**config.mk**
```make
export PLATFORM = sky130hd
export DESIGN_NAME = mux_arbiter_flat
export DESIGN_NICKNAME = d
export VERILOG_FILES = /design/src/rtl/mux_arbiter_pkg.sv /design/src/rtl/mux_arbiter_if.sv /design/src/rtl/mux_arbiter_burst_counter.sv /design/src/rtl/mux_arbiter.sv /design/src/flat_wrapper.sv
export SDC_FILE = /design/constraint.sdc
export NUM_CORES = 1
export LEC_CHECK = 0
export CAP_MARGIN = 20
export CORE_AREA = 2 2 48 50
export CTS_CLUSTER_SIZE = 20
export DETAILED_ROUTE_END_ITERATION = 12
export DIE_AREA = 0 0 50 52
export GPL_ROUTABILITY_DRIVEN = 0
export HOLD_SLACK_MARGIN = 0.02
export PLACE_DENSITY_LB_ADDON = 0.12
export SLEW_MARGIN = 10
export SYNTH_ARGS = -nofsm -noshare
export SYNTH_HDL_FRONTEND = slang
export SYNTH_SLANG_ARGS = --single-unit
```
**constraint.sdc**
```tcl
create_clock -name clk -period 3.15 [get_ports clk]
set_input_delay 0.63 -clock clk [delete_from_list [all_inputs] [get_ports clk]]
set_output_delay 0.63 -clock clk [all_outputs]
set_load 0.02 [all_outputs]
```
**src/rtl/mux_arbiter_pkg.sv**
```systemverilog
// Shared types and constants for the 2:1 output-path channel mux arbiter.
package mux_arbiter_pkg;

  // One-hot FSM encoding.
  typedef enum logic [2:0] {
    IDLE    = 3'b001,
    SERVE_0 = 3'b010,
    SERVE_1 = 3'b100
  } state_t;

  // Burst counter control.
  typedef enum logic [1:0] {
    CNT_HOLD  = 2'd0,
    CNT_CLEAR = 2'd1,
    CNT_LOAD1 = 2'd2,
    CNT_INC   = 2'd3
  } cnt_op_t;

  localparam logic CH0 = 1'b0;
  localparam logic CH1 = 1'b1;

  localparam int unsigned DEFAULT_MAX_BURST = 4;

  function automatic state_t serve_state(input logic ch);
    return (ch == CH1) ? SERVE_1 : SERVE_0;
  endfunction

endpackage

```
**src/rtl/mux_arbiter_if.sv**
```systemverilog
// FIFO-side and output-side signals of the channel mux arbiter.
interface mux_arbiter_if #(
  parameter int unsigned DATA_WIDTH = 8
);

  logic [DATA_WIDTH-1:0] data_in_0;
  logic [DATA_WIDTH-1:0] data_in_1;
  logic                  fifo_empty_0;
  logic                  fifo_empty_1;
  logic                  out_almost_full;
  logic                  pop_0;
  logic                  pop_1;
  logic [DATA_WIDTH-1:0] data_out;
  logic                  valid_out;
  logic                  grant_out;

  // The arbiter issues pops and owns the output register.
  modport master (
    input  data_in_0,
    input  data_in_1,
    input  fifo_empty_0,
    input  fifo_empty_1,
    input  out_almost_full,
    output pop_0,
    output pop_1,
    output data_out,
    output valid_out,
    output grant_out
  );

  modport slave (
    output data_in_0,
    output data_in_1,
    output fifo_empty_0,
    output fifo_empty_1,
    output out_almost_full,
    input  pop_0,
    input  pop_1,
    input  data_out,
    input  valid_out,
    input  grant_out
  );

endinterface

```
**src/rtl/mux_arbiter_burst_counter.sv**
```systemverilog
// Saturating burst-length counter with clear, load-1, increment and hold.
module mux_arbiter_burst_counter
  import mux_arbiter_pkg::*;
#(
  parameter int unsigned MAX_BURST = DEFAULT_MAX_BURST,
  parameter int unsigned CNT_W     = $clog2(MAX_BURST + 1)
) (
  input  logic             clk,
  input  logic             reset,
  input  cnt_op_t          op,
  output logic [CNT_W-1:0] cnt
);

  localparam logic [CNT_W-1:0] MAX_CNT = CNT_W'(MAX_BURST);

  always_ff @(posedge clk) begin
    if (reset) begin
      cnt <= '0;
    end else begin
      case (op)
        CNT_CLEAR: cnt <= '0;
        CNT_LOAD1: cnt <= CNT_W'(1);
        CNT_INC:   if (cnt != MAX_CNT) cnt <= cnt + 1'b1;
        default:   cnt <= cnt;
      endcase
    end
  end

endmodule

```
**src/rtl/mux_arbiter.sv**
```systemverilog
// Round-robin arbiter for two FWFT FIFOs feeding one registered output,
// with bounded bursts and downstream almost-full stall.
module mux_arbiter
  import mux_arbiter_pkg::*;
#(
  parameter int unsigned DATA_WIDTH = 8,
  parameter int unsigned MAX_BURST  = DEFAULT_MAX_BURST
) (
  input  logic          clk,
  input  logic          reset,
  mux_arbiter_if.master bus
);

  localparam int unsigned      CNT_W   = $clog2(MAX_BURST + 1);
  localparam logic [CNT_W-1:0] MAX_CNT = CNT_W'(MAX_BURST);

  state_t           state_q, state_d;
  logic             last_q, last_d;
  logic [CNT_W-1:0] burst_cnt;
  cnt_op_t          cnt_op;

  logic elig_0, elig_1, stall;
  logic cur, elig_cur, elig_oth, burst_sat;
  logic grant, tgt;
  logic pop_0, pop_1;

  logic [DATA_WIDTH-1:0] data_q;
  logic                  valid_q;
  logic                  grant_q;

  assign elig_0    = ~bus.fifo_empty_0;
  assign elig_1    = ~bus.fifo_empty_1;
  assign stall     = bus.out_almost_full;
  assign cur       = (state_q == SERVE_1) ? CH1 : CH0;
  assign elig_cur  = (cur == CH1) ? elig_1 : elig_0;
  assign elig_oth  = (cur == CH1) ? elig_0 : elig_1;
  assign burst_sat = (burst_cnt == MAX_CNT);

  // Grant decision; reset gating keeps both pops low while reset is held.
  always_comb begin
    grant = 1'b0;
    tgt   = CH0;
    if (!reset && !stall && (elig_0 || elig_1)) begin
      case (state_q)
        IDLE: begin
          grant = 1'b1;
          if (elig_0 && elig_1) tgt = ~last_q;
          else                  tgt = elig_1 ? CH1 : CH0;
        end
        SERVE_0, SERVE_1: begin
          grant = 1'b1;
          if (!elig_cur)                 tgt = ~cur;
          else if (burst_sat && elig_oth) tgt = ~cur;
          else                            tgt = cur;
        end
        default: grant = 1'b0;
      endcase
    end
  end

  assign pop_0 = grant && (tgt == CH0);
  assign pop_1 = grant && (tgt == CH1);

  // Stall freezes everything; running dry returns to IDLE but keeps last.
  always_comb begin
    state_d = state_q;
    last_d  = last_q;
    cnt_op  = CNT_HOLD;
    if (grant) begin
      state_d = serve_state(tgt);
      last_d  = tgt;
      cnt_op  = ((state_q != IDLE) && (tgt == cur)) ? CNT_INC : CNT_LOAD1;
    end else if (!stall) begin
      state_d = IDLE;
      cnt_op  = CNT_CLEAR;
    end
  end

  always_ff @(posedge clk) begin
    if (reset) begin
      state_q <= IDLE;
      last_q  <= CH1;
    end else begin
      state_q <= state_d;
      last_q  <= last_d;
    end
  end

  mux_arbiter_burst_counter #(
    .MAX_BURST (MAX_BURST),
    .CNT_W     (CNT_W)
  ) u_burst_counter (
    .clk   (clk),
    .reset (reset),
    .op    (cnt_op),
    .cnt   (burst_cnt)
  );

  always_ff @(posedge clk) begin
    if (reset) begin
      data_q  <= '0;
      valid_q <= 1'b0;
      grant_q <= 1'b0;
    end else begin
      valid_q <= pop_0 | pop_1;
      grant_q <= pop_1;
      if (pop_1)      data_q <= bus.data_in_1;
      else if (pop_0) data_q <= bus.data_in_0;
      else            data_q <= '0;
    end
  end

  assign bus.pop_0     = pop_0;
  assign bus.pop_1     = pop_1;
  assign bus.data_out  = data_q;
  assign bus.valid_out = valid_q;
  assign bus.grant_out = grant_q;

endmodule

```
**src/flat_wrapper.sv**
```systemverilog
// flat-port wrapper written by rule: the top's interface ports become plain ports
module mux_arbiter_flat import mux_arbiter_pkg::*;
#(
  parameter int unsigned DATA_WIDTH = 8,
  parameter int unsigned MAX_BURST  = DEFAULT_MAX_BURST
)
  (clk, reset, bus_data_in_0, bus_data_in_1, bus_fifo_empty_0, bus_fifo_empty_1, bus_out_almost_full, bus_pop_0, bus_pop_1, bus_data_out, bus_valid_out, bus_grant_out);
  mux_arbiter_if #(.DATA_WIDTH(DATA_WIDTH)) bus_i ();
  input  logic clk;
  input  logic reset;
  input wire logic [$bits(bus_i.data_in_0)-1:0] bus_data_in_0;
  input wire logic [$bits(bus_i.data_in_1)-1:0] bus_data_in_1;
  input wire logic [$bits(bus_i.fifo_empty_0)-1:0] bus_fifo_empty_0;
  input wire logic [$bits(bus_i.fifo_empty_1)-1:0] bus_fifo_empty_1;
  input wire logic [$bits(bus_i.out_almost_full)-1:0] bus_out_almost_full;
  output wire logic [$bits(bus_i.pop_0)-1:0] bus_pop_0;
  output wire logic [$bits(bus_i.pop_1)-1:0] bus_pop_1;
  output wire logic [$bits(bus_i.data_out)-1:0] bus_data_out;
  output wire logic [$bits(bus_i.valid_out)-1:0] bus_valid_out;
  output wire logic [$bits(bus_i.grant_out)-1:0] bus_grant_out;
  assign bus_i.data_in_0 = bus_data_in_0;
  assign bus_i.data_in_1 = bus_data_in_1;
  assign bus_i.fifo_empty_0 = bus_fifo_empty_0;
  assign bus_i.fifo_empty_1 = bus_fifo_empty_1;
  assign bus_i.out_almost_full = bus_out_almost_full;
  assign bus_pop_0 = bus_i.pop_0;
  assign bus_pop_1 = bus_i.pop_1;
  assign bus_data_out = bus_i.data_out;
  assign bus_valid_out = bus_i.valid_out;
  assign bus_grant_out = bus_i.grant_out;
  mux_arbiter #(.DATA_WIDTH(DATA_WIDTH), .MAX_BURST(MAX_BURST)) u_core (.clk(clk), .reset(reset), .bus(bus_i));
endmodule
```
After elaboration in Yosys (flattened, before gate mapping). Index checks and enable logic that the tools add are counted.

Register bits after elaboration: 17. Input port bits: 21. Output and inout port bits: 12. Logic and storage cells: 60.

Add/sub/neg operators: 1. Equal/unequal tests: 12. Mux-type cells: 21. Bitwise gates (word level): 6. Reduce and logical (&&, ||, !) cells: 14.

Operators with widths (count): two-way mux 8 bit (2); two-way mux 1 bit (12); two-way mux 3 bit (4); case mux 3 bit (3 select lines) (1); logical AND 1 bit (7); equality test 3 bit, second input constant (2); inverter 1 bit (5); equality test 2 bit, second input constant (2); adder 3 x 1 -> 3 bit, second input constant (1); equality test 3 x 1 -> 1 bit, second input constant (1); equality test 3 x 2 -> 1 bit, second input constant (1); != test 3 x 1 -> 1 bit, second input constant (1); != test 3 bit, second input constant (1); nonzero test 3 bit (1); OR reduction 3 bit (1); equality test 2 x 1 -> 1 bit, second input constant (1); zero test 1 bit (2); two-way mux 2 bit (1); != test 2 x 1 -> 1 bit, second input constant (1); != test 2 bit, second input constant (1); case mux 1 bit (2 select lines) (1); AND reduction 2 bit (1); OR reduction 2 bit (1); equality test 1 bit (1); 2 further kinds (2).

Longest topological paths before layout. Gate-level depths: netlist (run 1).

Depth in word-level cells: 15. Mapped depth: 8. Depth with buffers taken out: 7.

Modules after synthesis. From an unflattened synthesis (run 1), not the netlist that was laid out.

Cells, all modules: 95. Area, all modules: 878.3 um2.

Modules (own cells, without submodules): mux_arbiter (times used 1, cells each 71, area an instance 690.7 um2, sequential area each 280.3 um2); mux_arbiter_burst_counter (times used 1, cells each 24, area an instance 187.7 um2, sequential area each 60.1 um2).

Worst setup path before layout (run 1). Ideal clock, no wire load.

Path type: input port to output port. Start point: input port bus_fifo_empty_1. End point: output port bus_pop_0. Arrival: 1.646 ns. Data required time: 2.520 ns. Setup slack: 0.874 ns. Stages on the path: 4. Buffers on the path: 0. Cells stage by stage: a211oi_2 -> and2_4 -> nand2_4 -> nor4_4.

Word-level cells in the longest chain between the ends: 9. Elaborated cells between the ends (all ways): 16. Those cells by class: 9 x mux; 2 x bitwise; 5 x reduce/logical.

RTL lines: start, declared (RTL line flat_wrapper.sv:14) `input wire logic [$bits(bus_i.fifo_empty_1)-1:0] bus_fifo_empty_1;`; inverter 1 bit (RTL line mux_arbiter.sv:32) `assign elig_1 = ~bus.fifo_empty_1;`; two-way mux 1 bit (RTL line mux_arbiter.sv:36) `assign elig_oth = (cur == CH1) ? elig_0 : elig_1;`; logical AND 1 bit (RTL line mux_arbiter.sv:53) `else if (burst_sat && elig_oth) tgt = ~cur;`; two-way mux 1 bit (RTL line mux_arbiter.sv:53); two-way mux 1 bit (RTL line mux_arbiter.sv:52) `if (!elig_cur) tgt = ~cur;`; case mux 1 bit (2 select lines) (RTL line mux_arbiter.sv:44) `case (state_q)`; two-way mux 1 bit (RTL line mux_arbiter.sv:43) `if (!reset && !stall && (elig_0 || elig_1)) begin`; inverter 1 bit (RTL line mux_arbiter.sv:61) `assign pop_0 = grant && (tgt == CH0);`; logical AND 1 bit * (RTL line mux_arbiter.sv:61); end, declared (RTL line flat_wrapper.sv:16) `output wire logic [$bits(bus_i.pop_0)-1:0] bus_pop_0;`.

Every way passes the cells marked *; elsewhere a longest branch is shown, timed or not.

Final worst setup path (run 1).
Start point: input port bus_fifo_empty_0. End point: output port bus_pop_1.

Word-level cells in the longest chain between the ends: 8. Elaborated cells between the ends (all ways): 14. Those cells by class: 8 x mux; 1 x bitwise; 5 x reduce/logical.

RTL lines: start, declared (RTL line flat_wrapper.sv:13) `input wire logic [$bits(bus_i.fifo_empty_0)-1:0] bus_fifo_empty_0;`; inverter 1 bit * (RTL line mux_arbiter.sv:31) `assign elig_0 = ~bus.fifo_empty_0;`; two-way mux 1 bit (RTL line mux_arbiter.sv:36); logical AND 1 bit (RTL line mux_arbiter.sv:53); two-way mux 1 bit (RTL line mux_arbiter.sv:53); two-way mux 1 bit (RTL line mux_arbiter.sv:52); case mux 1 bit (2 select lines) (RTL line mux_arbiter.sv:44); two-way mux 1 bit (RTL line mux_arbiter.sv:43); logical AND 1 bit * (RTL line mux_arbiter.sv:62) `assign pop_1 = grant && (tgt == CH1);`; end, declared (RTL line flat_wrapper.sv:17) `output wire logic [$bits(bus_i.pop_1)-1:0] bus_pop_1;`.

Marked as above.

==> results.json, run 1 <==
{
  "maxCapViolCount": 0,
  "start_util": 0.376,
  "drc": 0,
  "setup_viol": 0,
  "grt_max_degree": 11,
  "dieWidth_um": 50,
  "fin_crit_sh": 0.966,
  "antenna_found_initial": 0,
  "seqPwrFrac": 0.502,
  "postSynthAreaPerCell_sq_um": 10.3,
  "worst_pin_slew_ps": 297,
  "cp-end-kind": "primary output",
  "hold_viol_final": 0,
  "synth.area.top_cells": "dfxtp_1 (43%), a22o_1 (8.9%), ha_1 (3.2%)",
  "synth_top_area_cell": "dfxtp_1",
  "fin_crit_ps": 3040,
  "synth_area_sq_um": 791,
  "nets": 147,
  "max_freq_mhz": 329,
  "insertion_delay_ps": 300,
  "viasPerCell": 5.13,
  "synth-edff-count": 0,
  "intPower_uw": 343,
  "io_buffers": 32,
  "grt_usage": 0.169,
  "synth.ff_latch_count": 17,
  "powerDensity_nw_per_um2": 379,
  "antenna_cells": 0,
  "reg2reg_slack_ps": 1180,
  "routedWlPerCell_um": 13.2,
  "numCtsBuffers": 3,
  "clkTransAtPathRegs_ps": 110,
  "grt_pass1_vias": 719,
  "finalSetupTns_ps": 0,
  "path_class": "in -> out",
  "pin_count": 33,
  "cts_max_level": 1,
  "std_cell_rows": 17,
  "core_area_sq_um": 2110,
  "ys_async_sr_fraction": 0,
  "min-delay-path-class": "reg -> reg",
  "ant_nets": 0,
  "synth-main-ff-cell": "dfxtp_1",
  "slew_violations": 0,
  "num_vias": 775,
  "firstDrtPassIters": 4,
  "die_y_um": 52,
  "finalClockSkew_ps": 8.81,
  "yosysWarnings": 0,
  "die_area_sq_um": 2600,
  "setup.worst_path.start_class": "input port",
  "netlist.area_leader.share": 0.430,
  "grt_overflow_total": 0,
  "cp_data_arrival_time_ps": 2410,
  "leakagePower_uw": 0.000523,
  "required_ps": 2520,
  "cts_max_path_buffers": 2,
  "clock-sinks": 17,
  "utilization": 0.593,
  "grt_pass1_wl_um": 3280,
  "pwr-share-comb": 0.243,
  "root_buffer": "clkbuf_4",
  "drtIter0Drc": 15,
  "swShare": 0.276,
  "clock_power_share": 0.255,
  "power.switching_uw": 131,
  "outcome": "finished, final reports clean",
  "routed_wl_um": 1990,
  "cp_max_fo": 6,
  "place.detailed.hpwl_um": 1520,
  "synth_most_common_cell": "dfxtp_1",
  "drive_above_1_share": 0.195,
  "synthTopCellsByCount": "dfxtp_1 (17), a22o_1 (8), nor2b_1 (4)",
  "cts_tree": "yes",
  "synth-seq-area-share": 0.430,
  "ys_types": 35,
  "area_delta_synth_final_pct": 57.9,
  "rsz0062_at_grt": "no",
  "syn_inst": 77,
  "ir_drop_mv": 0.224,
  "synth_nets": 100,
  "slew_headroom": 0.801
}
## power by group through the flow
| stage | logic [uW] | clock network [uW] | registers (uW) |
|---|---|---|---|
| CTS | 114 | 125 | 238 |
| finish | 115 | 121 | 238 |
| global placement | 112 | 0 | 242 |
| detailed placement | 113 | 0 | 242 |
| floorplan | 43.6 | 0 | 249 |
| global route | 124 | 135 | 240 |
## cells by family (layout without fill, tap and decap cells)
logic type | count (synthesis) | in the layout | synth area share
compound gates | 27 | 27 | 0.266
fa+ha+maj | 2 | 2 | 0.0316
buf+inv | 4 | 50 | 0.0285
flops | 17 | 17 | 0.430
mux | 1 | 1 | 0.0127
simple gates | 26 | 26 | 0.231
## critical path, cell delays in order
cell	delay, ps
clkdlybuf4s50_1	440
buf_4	170
a211oi_2	210
buf_4	160
o31a_1	180
clkdlybuf4s50_1	620
## state kept, by name, summed over array words and instances, names as in the netlist
name	count
u_core.bus.data_out	8
u_core.bus.grant_out	1
u_core.bus.valid_out	1
u_core.last_q	1
u_core.state_q	3
u_core.u_burst_counter.cnt	3
## stage by stage
| step | worst slack [ps] | instances | hold WS (ps) | total power, uW | cell area (sq um) |
|---|---|---|---|---|---|
| finish | 109 | 151 | 497 | 474 | 1250 |
| global route | 8.36 | 151 | 537 | 499 | 1250 |
| CTS | 91.4 | 150 | 501 | 476 | 1240 |
| detailed placement | -73.2 | 146 | 474 | 355 | 1210 |
| global placement | -14.7 | 146 | 477 | 354 | 1210 |
| floorplan | 874 | 77 | 437 | 293 | 791 |
## final timing paths
kind / start / endpoint / cells past startpoint
worst min register to register: u_core.last_q$_SDFFE_PP1P_ / u_core.last_q$_SDFFE_PP1P_ / 1
worst min-delay path: u_core.last_q$_SDFFE_PP1P_ / u_core.last_q$_SDFFE_PP1P_ / 1
worst max register to register: u_core.u_burst_counter.cnt[0]$_SDFFE_PP0P_ / u_core.last_q$_SDFFE_PP1P_ / 8
worst max-delay path: bus_fifo_empty_0 / bus_pop_1 / 6
## area by class of cell
type	count	area [sq um]
well taps	28	35.0
fillers	191	857
flip-flops and latches	17	340
clock inverters	1	5.00
repair buffers	43	402
multi-input cells	56	433
inverters	3	11.3
clock buffers	3	22.5
## layer usage
layer | track usage | part of all wire | vias up
li1 | - | - | 381
met1 | 0.217 | 0.44 | 371
met2 | 0.272 | 0.50 | 19
met3 | 0.0230 | 0.039 | 4
met4 | 0.0972 | 0.017 | 0
met5 | 0 | 0 | -
## cell usage in the layout, fill, tap and decap left out, types with 2 or more instances in the layout
| cell type | count |
|---|---|
| clkdlybuf4s50_1 | 31 |
| dfxtp_1 | 17 |
| buf_4 | 11 |
| a22o_1 | 8 |
| nor2b_1 | 4 |
| nand2_1 | 3 |
| o21ai_0 | 3 |
| a21o_1 | 3 |
| clkbuf_4 | 3 |
| nor2b_2 | 2 |
| nor3_1 | 2 |
| nand2b_1 | 2 |
| o31a_1 | 2 |
| inv_1 | 2 |
| a21oi_1 | 2 |
| nor2_1 | 2 |
| o211ai_1 | 2 |
| ha_1 | 2 |
## timing repair
action                     CTS  global route
pin swaps                    0             1
setup buffers                0             1
resized for setup            2             0
hold buffers                 0             0
setup endpoints to repair    2             1
No activity file was read; power rests on OpenSTA's default activity.
==> run 2, diff against run 1 <==
SLEW_MARGIN = not set   (was 10)
==> results of run 2 <==
The final DEF is identical to that of run 1; final timing and power are the same.
